===== src/rtl/fetch_unit.sv =====
// fetch_unit -- instruction-fetch stage.
// Owns the program counter, presents it as the instruction-memory byte address,
// and registers the returned word plus its PC into the IF/ID register.
// Handles start/halt sequencing, stalls, branch/jump redirects (which insert a
// bubble) and a saturating count of captured instructions.
//
// Ports:
//   clk, rst_n        clock, asynchronous active-low reset
//   start             level; leaves IDLE
//   stall             hold PC and IF/ID this cycle
//   br_taken, jmp_en  redirect requests (branch wins when both are high)
//   redir_pc4         PC+4 of the redirecting instruction
//   br_imm            signed word offset for branches
//   jmp_idx           26-bit jump index
//   inst_addr         byte address to instruction memory (= pc)
//   inst              instruction word for inst_addr, same cycle
//   id_pc, id_pc4     PC / PC+4 of the IF/ID instruction
//   id_inst, id_valid IF/ID instruction and its valid flag
//   fetch_cnt         saturating count of valid captures
//   halted            high once the fetch has reached HALT
module fetch_unit #(
   parameter logic [31:0] RESET_PC = 32'h0000_0000,
   parameter logic [31:0] PC_LIMIT = 32'h0000_0024,
   parameter int          CNT_W    = 16
) (
   input  logic             clk,
   input  logic             rst_n,
   input  logic             start,
   input  logic             stall,
   input  logic             br_taken,
   input  logic             jmp_en,
   input  logic [31:0]      redir_pc4,
   input  logic [15:0]      br_imm,
   input  logic [25:0]      jmp_idx,
   output logic [31:0]      inst_addr,
   input  logic [31:0]      inst,
   output logic [31:0]      id_pc,
   output logic [31:0]      id_pc4,
   output logic [31:0]      id_inst,
   output logic             id_valid,
   output logic [CNT_W-1:0] fetch_cnt,
   output logic             halted
);

   typedef enum logic [1:0] {S_IDLE, S_RUN, S_HALT} state_t;

   state_t      state;
   logic [31:0] pc;
   logic [31:0] br_target;
   logic [31:0] jmp_target;
   logic [31:0] redir_target;
   logic        redirect;

   assign inst_addr = pc;

   always_comb begin
      br_target    = redir_pc4 + {{14{br_imm[15]}}, br_imm, 2'b00};
      jmp_target   = {redir_pc4[31:28], jmp_idx, 2'b00};
      redir_target = br_taken ? br_target : jmp_target;
      redirect     = br_taken | jmp_en;
   end

   always_ff @(posedge clk or negedge rst_n) begin
      if (!rst_n) begin
         state     <= S_IDLE;
         pc        <= RESET_PC;
         id_pc     <= '0;
         id_pc4    <= '0;
         id_inst   <= '0;
         id_valid  <= 1'b0;
         fetch_cnt <= '0;
         halted    <= 1'b0;
      end else begin
         case (state)
            S_IDLE: begin
               id_valid <= 1'b0;
               if (start) state <= S_RUN;
            end
            S_RUN: begin
               // Redirect beats both the limit check and stall. A target past
               // the limit is caught by the limit check on the following edge.
               if (redirect) begin
                  pc       <= redir_target;
                  id_valid <= 1'b0;
                  id_inst  <= '0;
               end else if (pc >= PC_LIMIT) begin
                  state    <= S_HALT;
                  halted   <= 1'b1;
                  id_valid <= 1'b0;
               end else if (!stall) begin
                  id_pc    <= pc;
                  id_pc4   <= pc + 32'd4;
                  id_inst  <= inst;
                  id_valid <= 1'b1;
                  pc       <= pc + 32'd4;
                  if (fetch_cnt != {CNT_W{1'b1}}) fetch_cnt <= fetch_cnt + 1'b1;
               end
            end
            S_HALT: begin
               id_valid <= 1'b0;
               halted   <= 1'b1;
            end
            default: begin
               state    <= S_IDLE;
               id_valid <= 1'b0;
            end
         endcase
      end
   end

endmodule


===== config.mk =====
export PLATFORM = sky130hd
export DESIGN_NAME = fetch_unit
export DESIGN_NICKNAME = d
export VERILOG_FILES = /design/src/rtl/fetch_unit.sv
export SDC_FILE = /design/constraint.sdc
export NUM_CORES = 1
export LEC_CHECK = 0
export CAP_MARGIN = 10
export CORE_MARGIN = 1
export CORE_UTILIZATION = 49
export DETAILED_ROUTE_END_ITERATION = 10
export PLACE_DENSITY = 0.85
export SYNTH_ARGS = -nofsm -noshare
export SYNTH_HDL_FRONTEND = slang
export SYNTH_SLANG_ARGS = --single-unit
export TNS_END_PERCENT = 5

===== constraint.sdc =====
create_clock -name clk -period 6.9 [get_ports clk]
set_clock_uncertainty 0.1 [all_clocks]
set_input_delay 0.69 -clock clk [delete_from_list [all_inputs] [get_ports clk]]
set_output_delay 0.69 -clock clk [all_outputs]
set_load 0.01 [all_outputs]

==> flow_summary.yaml, run 1 <==
synthesis:
  ys_ff_latch: 146
  synth_area_mm2: 0.00717
  postSynthCellCount: 672
  syn_nets: 818
  synthFlopType: "dfrtp_1"
  async_reset_ff_frac: 1.00
  synth_warnings: 0
  ys_types: 55
  seq_area_frac_synth: 0.510
  synth-edff-count: 0
  postSynthAreaPerCell_um2: 10.7
placed_design:
  pre_cts_slack_ps: 2870
  place_inst: 1080
  place_hpwl_um: 14900
  io_buffer_count: 257
  gp_congestion: 0.989
clocking:
  numCtsBuffers: 17
  cts_buffer_depth: 2
  ctsHoldBuffers: 0
  cts_resized: 0
  clkSlewWorstSetupHoldPaths_ps: 60
  cts-root-buf: "clkbuf_16"
  postCtsSetupRepairBufs: 0
  cts_tree: "yes"
  h-tree-depth: 4
  clk_latency_ps: 420
  cts_sinks: 146
global_route:
  grt_pass1_vias: 5957
  grt-ovfl-total: 0
  antenna_found_initial: 0
  grt_use_total: 0.277
  grt_first_pass_wirelength_um: 31500
  grt_max_degree: 101
floorplan:
  die_h_um: 123
  rows: 43
  start_util: 0.508
  core_mm2: 0.0141
  die_area_mm2: 0.0151
  dieWidth_um: 123
  top_level_ports: 258
detailed_routing:
  viasPerCell: 5.51
  wl_per_cell_um: 18.5
  postRouteAntennaNets: 0
  dr.pass1.iters: 5
  drt-initial-drc-count: 320
  vias: 6130
  drc_errors: 0
  postRouteWirelength_um: 20500
critical_path:
  worstPathArrival_ps: 3830
  cp-end-kind: "register"
  cp.required_ps: 7070
  startpoint_type: "input pin"
  path_class: "input pin to register"
  crit_fanout: 16
  path_common_cell: "a21o_1"
  slowest_delay_ps: 770
  slowest_stage: "clkdlybuf4s50_1"
  path_cells: "clkdlybuf4s50_1 -> ha_1 -> a21o_1 -> a21o_1 -> a2111oi_2 -> o41ai_1 -> a2111oi_0 -> a21boi_2 -> mux2i_1 -> o21ai_1"
cells_and_area:
  drive_above_1_share: 0.0569
  fin_nets: 1065
  synthToLayoutAreaGrowth_pct: 46.0
  mostFrequentLayoutCells: "clkdlybuf4s50_1, dfrtp_1, nor2b_1"
  regArea_mm2: 0.00365
  fillerInstances: 973
  final_common_cell: "clkdlybuf4s50_1"
  finalNonFillerCells: 1112
  antenna_cells: 0
  multi_input_area_mm2: 0.00334
sta:
  hold-worst-slack_ps: 193
  fin_crit_ps: 3660
  slew_violations: 0
  finalSetupTns_ps: 0
  rsz0062_at_grt: "no"
  fmax_mhz: 273
  setup_viol: 0
  fin_crit_sh: 0.531
  maxSlewHeadroom: 0.256
  hold_viol_final: 0
  layout_setup_ws_ps: 3240
  worst_pin_slew_ps: 1110
outcome:
  outcome: "finished clean"
worst_hold_path:
  min_path_type: "input pin to async pin"
power_and_ir_drop:
  powerDensity_mw_per_mm2: 265
  p_total_mw: 2.78
  power.leakage_nw: 4.77
  irDropWorstVdd_v: 0.000186
run:
  maxCapViolCount: 0
==> registers in the layout, summed over array words and instances, names as in the netlist <==
name and cells:
inst_addr 32, state 2, id_inst 32, id_valid 1
halted 1, id_pc4 30, id_pc 32, fetch_cnt 16
==> critical path: cells and delay by family <==
family / cells / cell delay, ps
muxes: 1 / 190
AOI/OAI and AO/OA: 7 / 1630
adders and majority gates: 1 / 540
buffers and inverters: 1 / 770
==> power by group <==
group / internal, mW / switching [mW]
Sequential: 0.956 / 0.113
Clock: 0.557 / 0.363
Combinational: 0.379 / 0.408
Total: 1.89 / 0.885
==> final timing paths <==
check                                         start  cells after the start                        end  slack [ps]
min reg2reg                    state[1]$_DFFE_PN0P_                      1       state[0]$_DFFE_PN0P_         360
min in group clk               state[1]$_DFFE_PN0P_                      1       state[0]$_DFFE_PN0P_         360
max in group asynchronous                     rst_n                      2     id_pc4[12]$_DFFE_PN0P_        5140
max reg2reg                inst_addr[4]$_DFFE_PN0P_                      8  inst_addr[20]$_DFFE_PN0P_        3570
min                                           rst_n                      1     id_pc4[18]$_DFFE_PN0P_         190
max                                      br_imm[15]                     10  inst_addr[30]$_DFFE_PN0P_        3240
==> cells by family after synthesis <==
logic type                 after synthesis  synth area share
adders and majority gates               34            0.0604
buffers and inverters                   44            0.0246
and+or+nand+nor                        207             0.153
muxes                                   20            0.0295
xor gates and xnor gates                41            0.0501
AOI/OAI and AO/OA                      180             0.173
DFF                                    146             0.510
==> synth_stat cells, types with 3 or more instances <==
master / number / area share
mux2i_1: 11 / 0.015
clkbuf_1: 26 / 0.014
nand4_1: 6 / 0.0052
o211ai_1: 3 / 0.0031
or2_2: 3 / 0.0026
buf_2: 3 / 0.0021
a21o_1: 22 / 0.023
a22oi_1: 13 / 0.014
a221oi_1: 3 / 0.0037
nand3_1: 14 / 0.0098
o21ai_1: 4 / 0.0028
a21oi_1: 30 / 0.021
a31oi_1: 5 / 0.0044
nor2_1: 26 / 0.014
nor4_1: 9 / 0.0079
mux2_2: 9 / 0.014
o21bai_1: 4 / 0.0042
a22o_1: 32 / 0.039
o21ai_0: 40 / 0.028
xnor2_1: 21 / 0.026
nor3_1: 7 / 0.0049
xor2_1: 20 / 0.024
and4_1: 3 / 0.0037
nand2b_1: 8 / 0.0070
nor3b_1: 5 / 0.0052
nand2_1: 52 / 0.027
and3_1: 8 / 0.0070
o22ai_1: 3 / 0.0026
inv_1: 10 / 0.0052
buf_1: 3 / 0.0016
ha_1: 33 / 0.058
nor2b_1: 59 / 0.052
dfrtp_1: 146 / 0.51
a211oi_1: 5 / 0.0052
==> area by class of cell <==
| cell class | count | area share |
|---|---|---|
| clock inverter | 10 | 0.0118 |
| sequential | 146 | 0.349 |
| inverter | 10 | 0.00359 |
| tap | 180 | 0.0215 |
| multi-input combinational | 482 | 0.320 |
| clock buffer | 22 | 0.0444 |
| timing repair buffer | 262 | 0.250 |
==> routing by layer <==
layer / up-vias / global-route usage / part of all wire
met1: 2939 / 0.345 / 0.41
met2: 230 / 0.465 / 0.49
li1: 2929 / - / -
met4: 0 / 0.0976 / 0.022
met5: - / 0 / 0
met3: 32 / 0.0710 / 0.080
==> metrics by stage <==
step	util	cell area [µm²]
after floorplan	-	7170
after global placement	0.700	9870
after detailed placement	0.700	9870
after CTS	0.742	10500
after global routing	0.742	10500
final	0.742	10500
(Power assumes the default switching activity.)
==> run 2, diff against run 1 <==
--- a/config.mk
+++ b/config.mk
@@ -7,9 +7,9 @@
 export LEC_CHECK = 0
 export CAP_MARGIN = 10
 export CORE_MARGIN = 1
-export CORE_UTILIZATION = 49
+export CORE_UTILIZATION = 41
 export DETAILED_ROUTE_END_ITERATION = 10
-export PLACE_DENSITY = 0.85
+export PLACE_DENSITY = 0.75
 export SYNTH_ARGS = -nofsm -noshare
 export SYNTH_HDL_FRONTEND = slang
 export SYNTH_SLANG_ARGS = --single-unit
==> constraint.sdc (replaced) <==
create_clock -name clk -period 3.22 [get_ports clk]
set_clock_uncertainty 0.1 [all_clocks]
set_input_delay 0.322 -clock clk [delete_from_list [all_inputs] [get_ports clk]]
set_output_delay 0.322 -clock clk [all_outputs]
set_load 0.01 [all_outputs]
==> flow_summary.yaml, run 2 (synthesis results as in run 1) <==
power_and_ir_drop:
  comb_power_share: 0.304
  intPower_mw: 4.00
  p_seq_frac: 0.378
  irDropWorstVdd_v: 0.000418
  power.switching_mw: 2.01
  power.leakage_nw: 4.92
  swShare: 0.335
  powerDensity_mw_per_mm2: 558
  p_clk_frac: 0.318
sta:
  hold_viol_final: 0
  rsz0062_at_grt: "no"
  maxSlewHeadroom: 0.547
  fmax_mhz: 339
  setup_viol: 0
  worst_pin_slew_ps: 680
  slew_violations: 0
  fin_crit_ps: 2950
  layout_setup_ws_ps: 269
  finalSetupTns_ps: 0
  fin_crit_sh: 0.917
critical_path:
  crit_fanout: 12
  path_common_cell: "o21ai_0"
  worstPathArrival_ps: 3130
  cp-end-kind: "register"
  slowest_stage: "or3_1"
  r2r_slack_ps: 270
  cp.required_ps: 3400
  path_class: "register to register"
  startpoint_type: "register"
  crit_family: "simple AND/OR/NAND/NOR gates"
  crit_buf_inv: 1
  slowest_delay_ps: 480
  path_cells: "nor4_1 -> nand4_1 -> or3_1 -> o21ai_0 -> nand2_2 -> buf_4 -> a22oi_1 -> o21ai_0"
placed_design:
  gp_congestion: 0.955
  place_inst: 1151
  place_hpwl_um: 15600
  io_buffer_count: 257
  pre_cts_slack_ps: -29.2
  place_area_mm2: 0.0102
clocking:
  numCtsBuffers: 17
  clkSlewWorstSetupHoldPaths_ps: 70
  cts_tree: "yes"
  cts_resized: 0
  cts-root-buf: "clkbuf_16"
  h-tree-depth: 4
  postCtsSetupRepairBufs: 0
  clk_latency_ps: 420
  cts_sinks: 146
  cts_buffer_depth: 2
  ctsHoldBuffers: 1
run:
  maxCapViolCount: 0
floorplan:
  die_area_mm2: 0.0180
  top_level_ports: 258
  rows: 47
  core_mm2: 0.0168
  start_util: 0.426
  dieWidth_um: 134
  die_h_um: 134
detailed_routing:
  postRouteAntennaNets: 0
  vias: 6214
  drc_errors: 0
  dr.pass1.iters: 4
  postRouteWirelength_um: 20700
  viasPerCell: 5.25
  wl_per_cell_um: 17.4
  drt-initial-drc-count: 307
cells_and_area:
  final_common_cell: "clkdlybuf4s50_1"
  final_area_mm2: 0.0108
  mostFrequentLayoutCells: "clkdlybuf4s50_1, dfrtp_1, nor2b_1"
  multi_input_area_mm2: 0.00334
  fin_nets: 1097
  antenna_cells: 0
  synthToLayoutAreaGrowth_pct: 50.1
  fin_util: 0.640
  finalNonFillerCells: 1184
  fillerInstances: 1355
  drive_above_1_share: 0.0902
  regArea_mm2: 0.00365
global_route:
  busiest_layer: "met2"
  grt_first_pass_wirelength_um: 32400
  met1_usage: 0.303
  grt_max_degree: 100
  grt_use_total: 0.235
  met2_usage: 0.381
  grt_pass1_vias: 6013
  grt-ovfl-total: 0
  antenna_found_initial: 1
  grt_use_met3: 0.0608
worst_hold_path:
  min_path_type: "register to register"
outcome:
  outcome: "finished clean"
-- run 2: worst reg2reg max path: cells and delay by family, from the launching register on --
kind | cells | cell delay [ps]
AOI/OAI and AO/OA | 3 | 620
buffers and inverters | 1 | 270
DFF | 1 | 420
and+or+nand+nor | 4 | 1400
-- run 2: area by class of cell --
cell class,instances,area share
Sequential cell,146,0.340
Timing Repair Buffer,294,0.266
Clock inverter,14,0.0130
Clock buffer,18,0.0408
Inverter,10,0.00349
Tap cell,220,0.0256
Multi-Input combinational cell,482,0.311
-- run 2: worst paths after layout --
path | startpoint | endpoint | cells past startpoint
worst min-delay path | state[1]$_DFFE_PN0P_ | state[0]$_DFFE_PN0P_ | 1
worst min register to register | state[1]$_DFFE_PN0P_ | state[0]$_DFFE_PN0P_ | 1
worst max-delay path | inst_addr[28]$_DFFE_PN0P_ | inst_addr[22]$_DFFE_PN0P_ | 8
worst max register to register | inst_addr[28]$_DFFE_PN0P_ | inst_addr[22]$_DFFE_PN0P_ | 8
max in group asynchronous | rst_n | inst_addr[19]$_DFFE_PN0P_ | 3
min in group asynchronous | rst_n | id_pc[27]$_DFFE_PN0P_ | 2
-- run 2: metrics by stage --
stage | power [mW] | hold WS (ps)
after floorplan | 3.11 | -73.6
after global placement | 4.10 | 288
after detailed placement | 4.12 | 285
after CTS | 6.05 | 364
after global routing | 6.33 | 397
final | 6.01 | 361
-- run 2: power by group through the flow --
stage	registers [mW]	clock network (mW)	logic, mW
after floorplan	2.33	0	0.778
after global placement	2.30	0	1.80
after detailed placement	2.30	0	1.83
after CTS	2.27	1.95	1.84
after global routing	2.30	2.04	1.98
final	2.27	1.91	1.83
-- run 2: per-layer routing --
| metal | up-vias | part of all wire |
|---|---|---|
| met5 | - | 0.00058 |
| met4 | 2 | 0.023 |
| met3 | 33 | 0.087 |
| met2 | 266 | 0.47 |
| met1 | 2931 | 0.42 |
| li1 | 2982 | - |
==> run 3, diff against run 2 <==
==> constraint.sdc (replaced) <==
create_clock -name clk -period 2.65 [get_ports clk]
set_clock_uncertainty 0.1 [all_clocks]
set_input_delay 0.265 -clock clk [delete_from_list [all_inputs] [get_ports clk]]
set_output_delay 0.265 -clock clk [all_outputs]
set_load 0.01 [all_outputs]
==> flow_summary.yaml, run 3 (synthesis results as in run 1) <==
clocking:
  numCtsBuffers: 17
  cts_tree: "yes"
  h-tree-depth: 4
  cts-root-buf: "clkbuf_16"
  clkSlewWorstSetupHoldPaths_ps: 70
  cts_buffer_depth: 2
  cts_sinks: 146
  clk_latency_ps: 420
cells_and_area:
  mostFrequentLayoutCells: "clkdlybuf4s50_1, dfrtp_1, buf_4"
  fin_util: 0.679
  finalNonFillerCells: 1259
  fin_nets: 1172
  regArea_mm2: 0.00365
  antenna_cells: 0
  synthToLayoutAreaGrowth_pct: 59.4
  final_area_mm2: 0.0114
  multi_input_area_mm2: 0.00341
  fillerInstances: 1321
  drive_above_1_share: 0.167
  final_common_cell: "clkdlybuf4s50_1"
global_route:
  grt_pass1_vias: 6467
  grt_first_pass_wirelength_um: 34100
  grt-ovfl-total: 0
  grt_use_total: 0.247
  grt_max_degree: 65
  antenna_found_initial: 1
critical_path:
  path_class: "input pin to register"
  crit_family: "compound AO/OA/AOI/OAI gates"
  path_common_cell: "nand3_1"
  cp.required_ps: 2900
  crit_buf_inv: 1
  crit_fanout: 3
  cp-end-kind: "register"
  path_cells: "clkdlybuf4s50_1 -> ha_1 -> fa_1 -> a21o_1 -> a21oi_2 -> o21ai_2 -> nand3_1 -> a41o_1 -> a211oi_1 -> or4_1 -> nand3_1"
  slowest_delay_ps: 490
  startpoint_type: "input pin"
  worstPathArrival_ps: 2810
  slowest_stage: "or4_1"
placed_design:
  gp_congestion: 0.863
  place_inst: 1225
  io_buffer_count: 257
  pre_cts_slack_ps: -546
  place_hpwl_um: 16500
  place_area_mm2: 0.0107
floorplan:
  start_util: 0.426
  core_mm2: 0.0168
  top_level_ports: 258
  dieWidth_um: 134
  die_h_um: 134
  rows: 47
  die_area_mm2: 0.0180
power_and_ir_drop:
  irDropWorstVdd_v: 0.000508
  power.leakage_nw: 5.36
  powerDensity_mw_per_mm2: 680
sta:
  maxSlewHeadroom: 0.291
  layout_setup_ws_ps: 89.3
  fmax_mhz: 391
  worst_pin_slew_ps: 1060
  hold-worst-slack_ps: 290
  hold_viol_final: 0
  rsz0062_at_grt: "yes"
  setup_viol: 0
  fin_crit_ps: 2560
  slew_violations: 0
  fin_crit_sh: 0.966
detailed_routing:
  drc_errors: 0
  wl_per_cell_um: 17.2
  dr.pass1.iters: 4
  postRouteAntennaNets: 0
  viasPerCell: 5.17
  vias: 6511
  postRouteWirelength_um: 21600
  drt-initial-drc-count: 246
run:
  maxCapViolCount: 0
worst_hold_path:
  min_path_type: "input pin to async pin"
outcome:
  outcome: "finished clean"
[run 3: changes by cell type in the layout (fill, tap and decap cells not counted), sizes merged]
cell | previous run | this run
buf | 37 | 112
clkdlybuf4s50 | 256 | 253
bufinv | 0 | 2
clkinv | 4 | 3
clkinvlp | 2 | 0
dlymetal6s2s | 0 | 2
clkbuf | 18 | 17
dlygate4sd2 | 0 | 1
inv | 18 | 20
[run 3: path summary, 6_finish.rpt]
kind / from / to / slack [ps] / cells after the start
min in group clk: redir_pc4[0] / inst_addr[0]$_DFFE_PN0P_ / 320 / 3
max in group asynchronous: rst_n / id_pc[5]$_DFFE_PN0P_ / 1330 / 3
worst max-delay path: redir_pc4[2] / inst_addr[24]$_DFFE_PN0P_ / 90 / 11
worst max register to register: inst_addr[28]$_DFFE_PN0P_ / inst_addr[24]$_DFFE_PN0P_ / 90 / 9
worst min-delay path: rst_n / id_pc[27]$_DFFE_PN0P_ / 290 / 2
worst min register to register: halted$_DFFE_PN0P_ / halted$_DFFE_PN0P_ / 370 / 1
[run 3: where the power goes]
| group | internal (mW) | leakage (nW) | total (mW) | switching, mW |
|---|---|---|---|---|
| combinational | 1.31 | 3.08 | 2.56 | 1.24 |
| sequential | 2.49 | 1.97 | 2.73 | 0.246 |
| clock | 1.44 | 0.304 | 2.47 | 1.03 |
[run 3: metrics by stage]
step | total power, mW | TNS [ps]
global route | 8.18 | -157
CTS | 7.80 | 0
finish | 7.76 | 0
global placement | 5.26 | -4460
floorplan | 3.78 | 0
detailed placement | 5.27 | -5050
[run 3: timing repair]
action / 4_1_cts / 5_1_grt
resized for setup: 2 / 17
hold endpoints to repair: 60 / 0
setup endpoints to repair: 3 / 28
hold buffers: 1 / 0
setup buffers: 0 / 1
pin swaps: 0 / 8
[run 3: cell type report]
| cell class | instances | area share |
|---|---|---|
| Clock inverter | 15 | 0.0162 |
| Clock buffer | 17 | 0.0372 |
| Sequential cell | 146 | 0.320 |
| Multi-Input combinational cell | 482 | 0.299 |
| Tap cell | 220 | 0.0241 |
| Inverter | 10 | 0.00329 |
| Timing Repair Buffer | 369 | 0.301 |
[run 3: metal layers]
layer | GRT usage | share of wire | vias up
met5 | 0 | 0.00060 | -
met4 | 0.0861 | 0.023 | 2
met3 | 0.0673 | 0.081 | 34
met2 | 0.407 | 0.47 | 249
met1 | 0.313 | 0.42 | 3093
li1 | - | - | 3133
==> patch 1 (flow settings as in run 3) <==
Make the reset (`rst_n`) synchronous in one clocked block. Comments in the files are not updated.
--- a/src/rtl/fetch_unit.sv
+++ b/src/rtl/fetch_unit.sv
@@ -60,7 +60,7 @@
       redirect     = br_taken | jmp_en;
    end
 
-   always_ff @(posedge clk or negedge rst_n) begin
+   always_ff @(posedge clk) begin
       if (!rst_n) begin
          state     <= S_IDLE;
          pc        <= RESET_PC;
Check against the original RTL: differs if rst_n is asserted again (counterexample within 4 cycles, from zero or initial values and one cycle with rst_n low); with rst_n held inactive, the same outputs for 4 cycles.
==> patch 1 against run 3 <==
Wire length increased by 9.8%; cell area increased by 3.3%; count of clock-buffer cells in the layout unchanged; area after synthesis increased by 4.1%; total power decreased by 22%; via count increased by 16%; global-route usage increased by 0.15 points; first-iteration DRC count increased by 140%; sequential cell count unchanged; core utilization decreased by 0.63 points; setup slack improved by 0.0093 ns; largest cell class is now multi-input combinational cells; largest power group is now the clock network; highest routed layer is now met4.
==> patch 1: results (changes against run 3) <==
Final WS setup: 0.0986 ns (+0.00931 ns)
Pin slew with the least headroom to its limit: 0.570 ns (-0.489 ns)
Post-synth cell types: 61 (+11%)
CP max stage delay: 0.41 ns (-0.08 ns)
Largest net degree at the start of global routing: 64 (-1.5%)
Most frequent cells after synthesis: dfxtp_1, and2_1, nand2_1
Synth top area cells: dfxtp_1, and2_1, ha_1, nor2b_1, a22oi_1
Status: finished, final reports clean
DP Area: 0.0111 mm2 (+3.2%)
Vias in the first global route: 7,156 (+11%)
Ys async rst share: 0 (-1.00)
Finished Layout Cells: 1,432 (+14%)
GRT Util Overall: 0.249 (+0.00146)
Total wire length: 23.7 mm (+9.8%)
Peak supply drop: 0.358 mV (-29%)
Via count: 7,542 (+16%)
Cells after synthesis: 847 (+26%)
Sw frac: 0.297 (-0.0278)
RePlAce Congestion: 0.931 (+7.9%)
Critical-path top delay cell: clkdlybuf4s50_1
Clk root buf: clkbuf_16
Initial antenna violation count: 0 (-1)
NumNets Final: 1,340 (+14%)
Filler cells: 1,451 (+9.8%)
Total power draw: 6.07 mW (-22%)
Mapped Nets: 993 (+21%)
Hold crit path type: input pin to flip-flop
Drt pass-1 iters: 5 (+1)
Seq/Total Area, Yosys: 0.392 (-0.118)
WHS: 0.110 ns (-0.180 ns)
Share of cells above drive strength 1: 0.159 (-0.00840)
First-pass GRT wire length: 36.2 mm (+6.4%)
Initial drt markers: 595 (+140%)
Worst EP arrival: 2.80 ns (about the same)
Dpl hpwl: 18.1 mm (+9.9%)
Placement Setup Slack: -0.511 ns (+0.0346 ns)
==> patch 1: kinds of logic (layout without fill, tap and decap cells) <==
family / Yosys count / in the layout / share of synthesized area
and+or+nand+nor: 311 / 311 / 0.232
AOI/OAI and AO/OA: 218 / 218 / 0.195
DFF: 146 / 146 / 0.392
buffers and inverters: 67 / 427 / 0.0359
xor gates and xnor gates: 47 / 47 / 0.0552
adders and majority gates: 34 / 34 / 0.0580
muxes: 24 / 24 / 0.0324
==> patch 1: what timing repair did <==
item	4_1_cts	5_1_grt
endpoints found under the setup margin	9	94
hold buffers	0	0
pin swaps	0	5
setup buffers	0	2
gates resized for setup	6	22
==> patch 1: per-layer routing <==
layer  global-route usage  vias up  share of wire  wire length (um)
met5                    0        -              0                 0
met4               0.0861        0          0.023               554
met3               0.0437       45          0.067              1590
met2                0.425      289           0.48             11400
met1                0.314     3490           0.43             10200
li1                     -     3718              -                 -
==> patch 1: worst paths after layout <==
check | end | depth (start not counted) | start
worst min register to register | id_pc[18] | 1 | id_pc[18]
worst min-delay path | id_valid | 3 | br_taken
worst max register to register | inst_addr[11] | 9 | inst_addr[3]
worst max-delay path | inst_addr[28] | 14 | redir_pc4[2]
==> patch 1: final cells by class <==
cell class | instances | area share
Multi-Input combinational cell | 634 | 0.373
Timing Repair Buffer | 383 | 0.300
Sequential cell | 146 | 0.248
Clock buffer | 17 | 0.0360
Tap cell | 225 | 0.0239
Clock inverter | 15 | 0.0159
Inverter | 12 | 0.00382
==> patch 1: worst min-delay path: stages <==
cell      delay (ns)
buf_2           0.11
nor2_1          0.08
o2111a_1        0.13
==> patch 1: per-stage QoR <==
stage,setup TNS (ns),utilization
after floorplan,0,-
after global placement,-6.15,0.631
after detailed placement,-7.72,0.631
after CTS,0,0.666
after global routing,-0.121,0.673
final,0,0.673
==> patch 1: power by group through the flow <==
stage	Sequential (mW)	Clock [mW]	Combinational (mW)
final	2.29	2.39	1.38
after global routing	2.30	2.54	1.50
after CTS	2.29	2.43	1.34
after detailed placement	2.34	0	1.32
after global placement	2.34	0	1.31
after floorplan	2.37	0	0.599
==> patch 2 (config.mk and constraints of run 3) <==
Made on the original files. The parameter `CNT_W` goes from 16 to 32.
--- a/src/rtl/fetch_unit.sv
+++ b/src/rtl/fetch_unit.sv
@@ -21,7 +21,7 @@
 module fetch_unit #(
    parameter logic [31:0] RESET_PC = 32'h0000_0000,
    parameter logic [31:0] PC_LIMIT = 32'h0000_0024,
-   parameter int          CNT_W    = 16
+   parameter int          CNT_W    = 32
 ) (
    input  logic             clk,
    input  logic             rst_n,
Ports: changed (resized fetch_cnt); port bits go from 258 to 274. No check against the original RTL was run, so the function may have changed too.
==> patch 2 against run 3 <==
Cell area rose by 9.7%; wire length rose by 8.6%; the run now ends with setup timing left; largest power group unchanged; area after synthesis rose by 9.4%; critical path depth fell by 2; setup slack got worse by 0.16 ns; sequential share of layout area rose by 0.36 points; count of clock-buffer cells in the layout did not move; synthesized cell count rose by 9.5%; largest cell class unchanged; sequential cell count rose by 16; total power rose by 5.9%.
==> patch 2: results (changes against run 3) <==
Input/output buffers: 273 (+6.2%)
Post-synth cell types: 56 (+1.8%)
WHS: 0.301 ns (+0.0110 ns)
P_sw: 2.71 mW (+7.2%)
Status: finished with violations
Seq/Total Area, Yosys: 0.517 (+0.00746)
Final WS setup: -0.0702 ns (-0.159 ns)
GR Util met3: 0.0516 (-0.0156)
Hold crit path type: input pin to asynchronous set/reset pin
GR Layer Usage met2: 0.410 (+0.00271)
Worst EP arrival: 2.93 ns (+0.12 ns)
Cells after synthesis: 736 (+9.5%)
DR WL met3: 1.75 mm (-0.23%)
Critical-path top delay cell: dfrtp_1
Antenna Cells: 0 (unchanged)
First-pass GRT wire length: 37.5 mm (+10%)
Failing checks: setup timing
Top Family by Delay on Critical Path: simple AND/OR/NAND/NOR gates
Placed Instances: 1,342 (+9.6%)
Met2 routed WL: 11.5 mm (+12%)
Synth top area cells: dfrtp_1, ha_1, xnor2_1, and2_1, a22o_1
Combinational group power: 2.88 mW (+12%)
Setup-failing EPs final: 4 (+4)
GRT Util Overall: 0.245 (-0.00210)
Mux share of post-synthesis cell area: 0.0203 (-0.00923)
Vias in the first global route: 7,259 (+12%)
Total wire length: 23.5 mm (+8.6%)
Post-CTS Resized: 6 (+4)
Most frequent cells after synthesis: dfrtp_1, and2_1, nand2_1
H-Tree Depth: 4 (unchanged)
Initial drt markers: 360 (+46%)
Filler cells: 1,438 (+8.9%)
Peak supply drop: 0.466 mV (-8.3%)
RR Endpoint: fetch_cnt[26]
RePlAce Congestion: 0.991 (+15%)
Finished Layout Cells: 1,379 (+9.5%)
Leak pwr: 5.70 nW (+6.4%)
Mapped Nets: 882 (+7.8%)
Dpl hpwl: 17.9 mm (+8.3%)
PwrDens: 656 mW/mm2 (-3.5%)
Largest net degree at the start of global routing: 69 (+6.2%)
Compound-Gate Fraction of Synth Area: 0.168 (-0.00488)
Setup Buffers After CTS: 1 (+1)
Via count: 7,221 (+11%)
Synth Area in Adders: 0.0552 (-0.00517)
Worst Setup SP: inst_addr[25]
Post-synthesis xor/xnor area fraction: 0.0592 (+0.00912)
CP Capture Point: fetch_cnt[26]
Uppermost layer routed: met4
CP max stage delay: 0.42 ns (-0.07 ns)
Top FF cell, synth: dfrtp_1
WL met1: 9.81 mm (+7.8%)
Initial antenna violation count: 0 (-1)
Clk pwr share: 0.293 (-0.026)
Share of cells above drive strength 1: 0.179 (+0.0116)
Drt pass-1 iters: 5 (+1)
Slew headroom: 0.577 (+0.286)
-- patch 2: cell count changes after synthesis, moves of 6 or more --
cell             run 3  this run
nand4_1              6        17
a21oi_1             30        40
xor2_1              20        13
a21o_1              22        12
nand2b_1             8         0
and2_1               2        55
inv_1               10        16
nand3_1             14        23
nor2_1              26        34
dfrtp_1            146       162
nor2b_1             59        12
xnor2_1             21        40
-- patch 2: layout make-up --
type	instances	share of cell area
timing repair buffer	410	0.305
tap	234	0.0234
inverter	16	0.00479
multi-input combinational	525	0.297
clock inverter	15	0.0131
sequential	162	0.323
clock buffer	17	0.0339
-- patch 2: per-stage QoR --
step / setup TNS (ns) / cell area (um2) / worst slack (ns)
2_1_floorplan: 0 / 7840 / 0.0310
6_report: -0.0965 / 12500 / -0.0702
4_1_cts: -0.115 / 12400 / -0.0639
3_3_place_gp: -6.05 / 11800 / -0.473
3_5_place_dp: -10.20 / 11800 / -0.485
5_1_grt: -3.29 / 12500 / -0.195
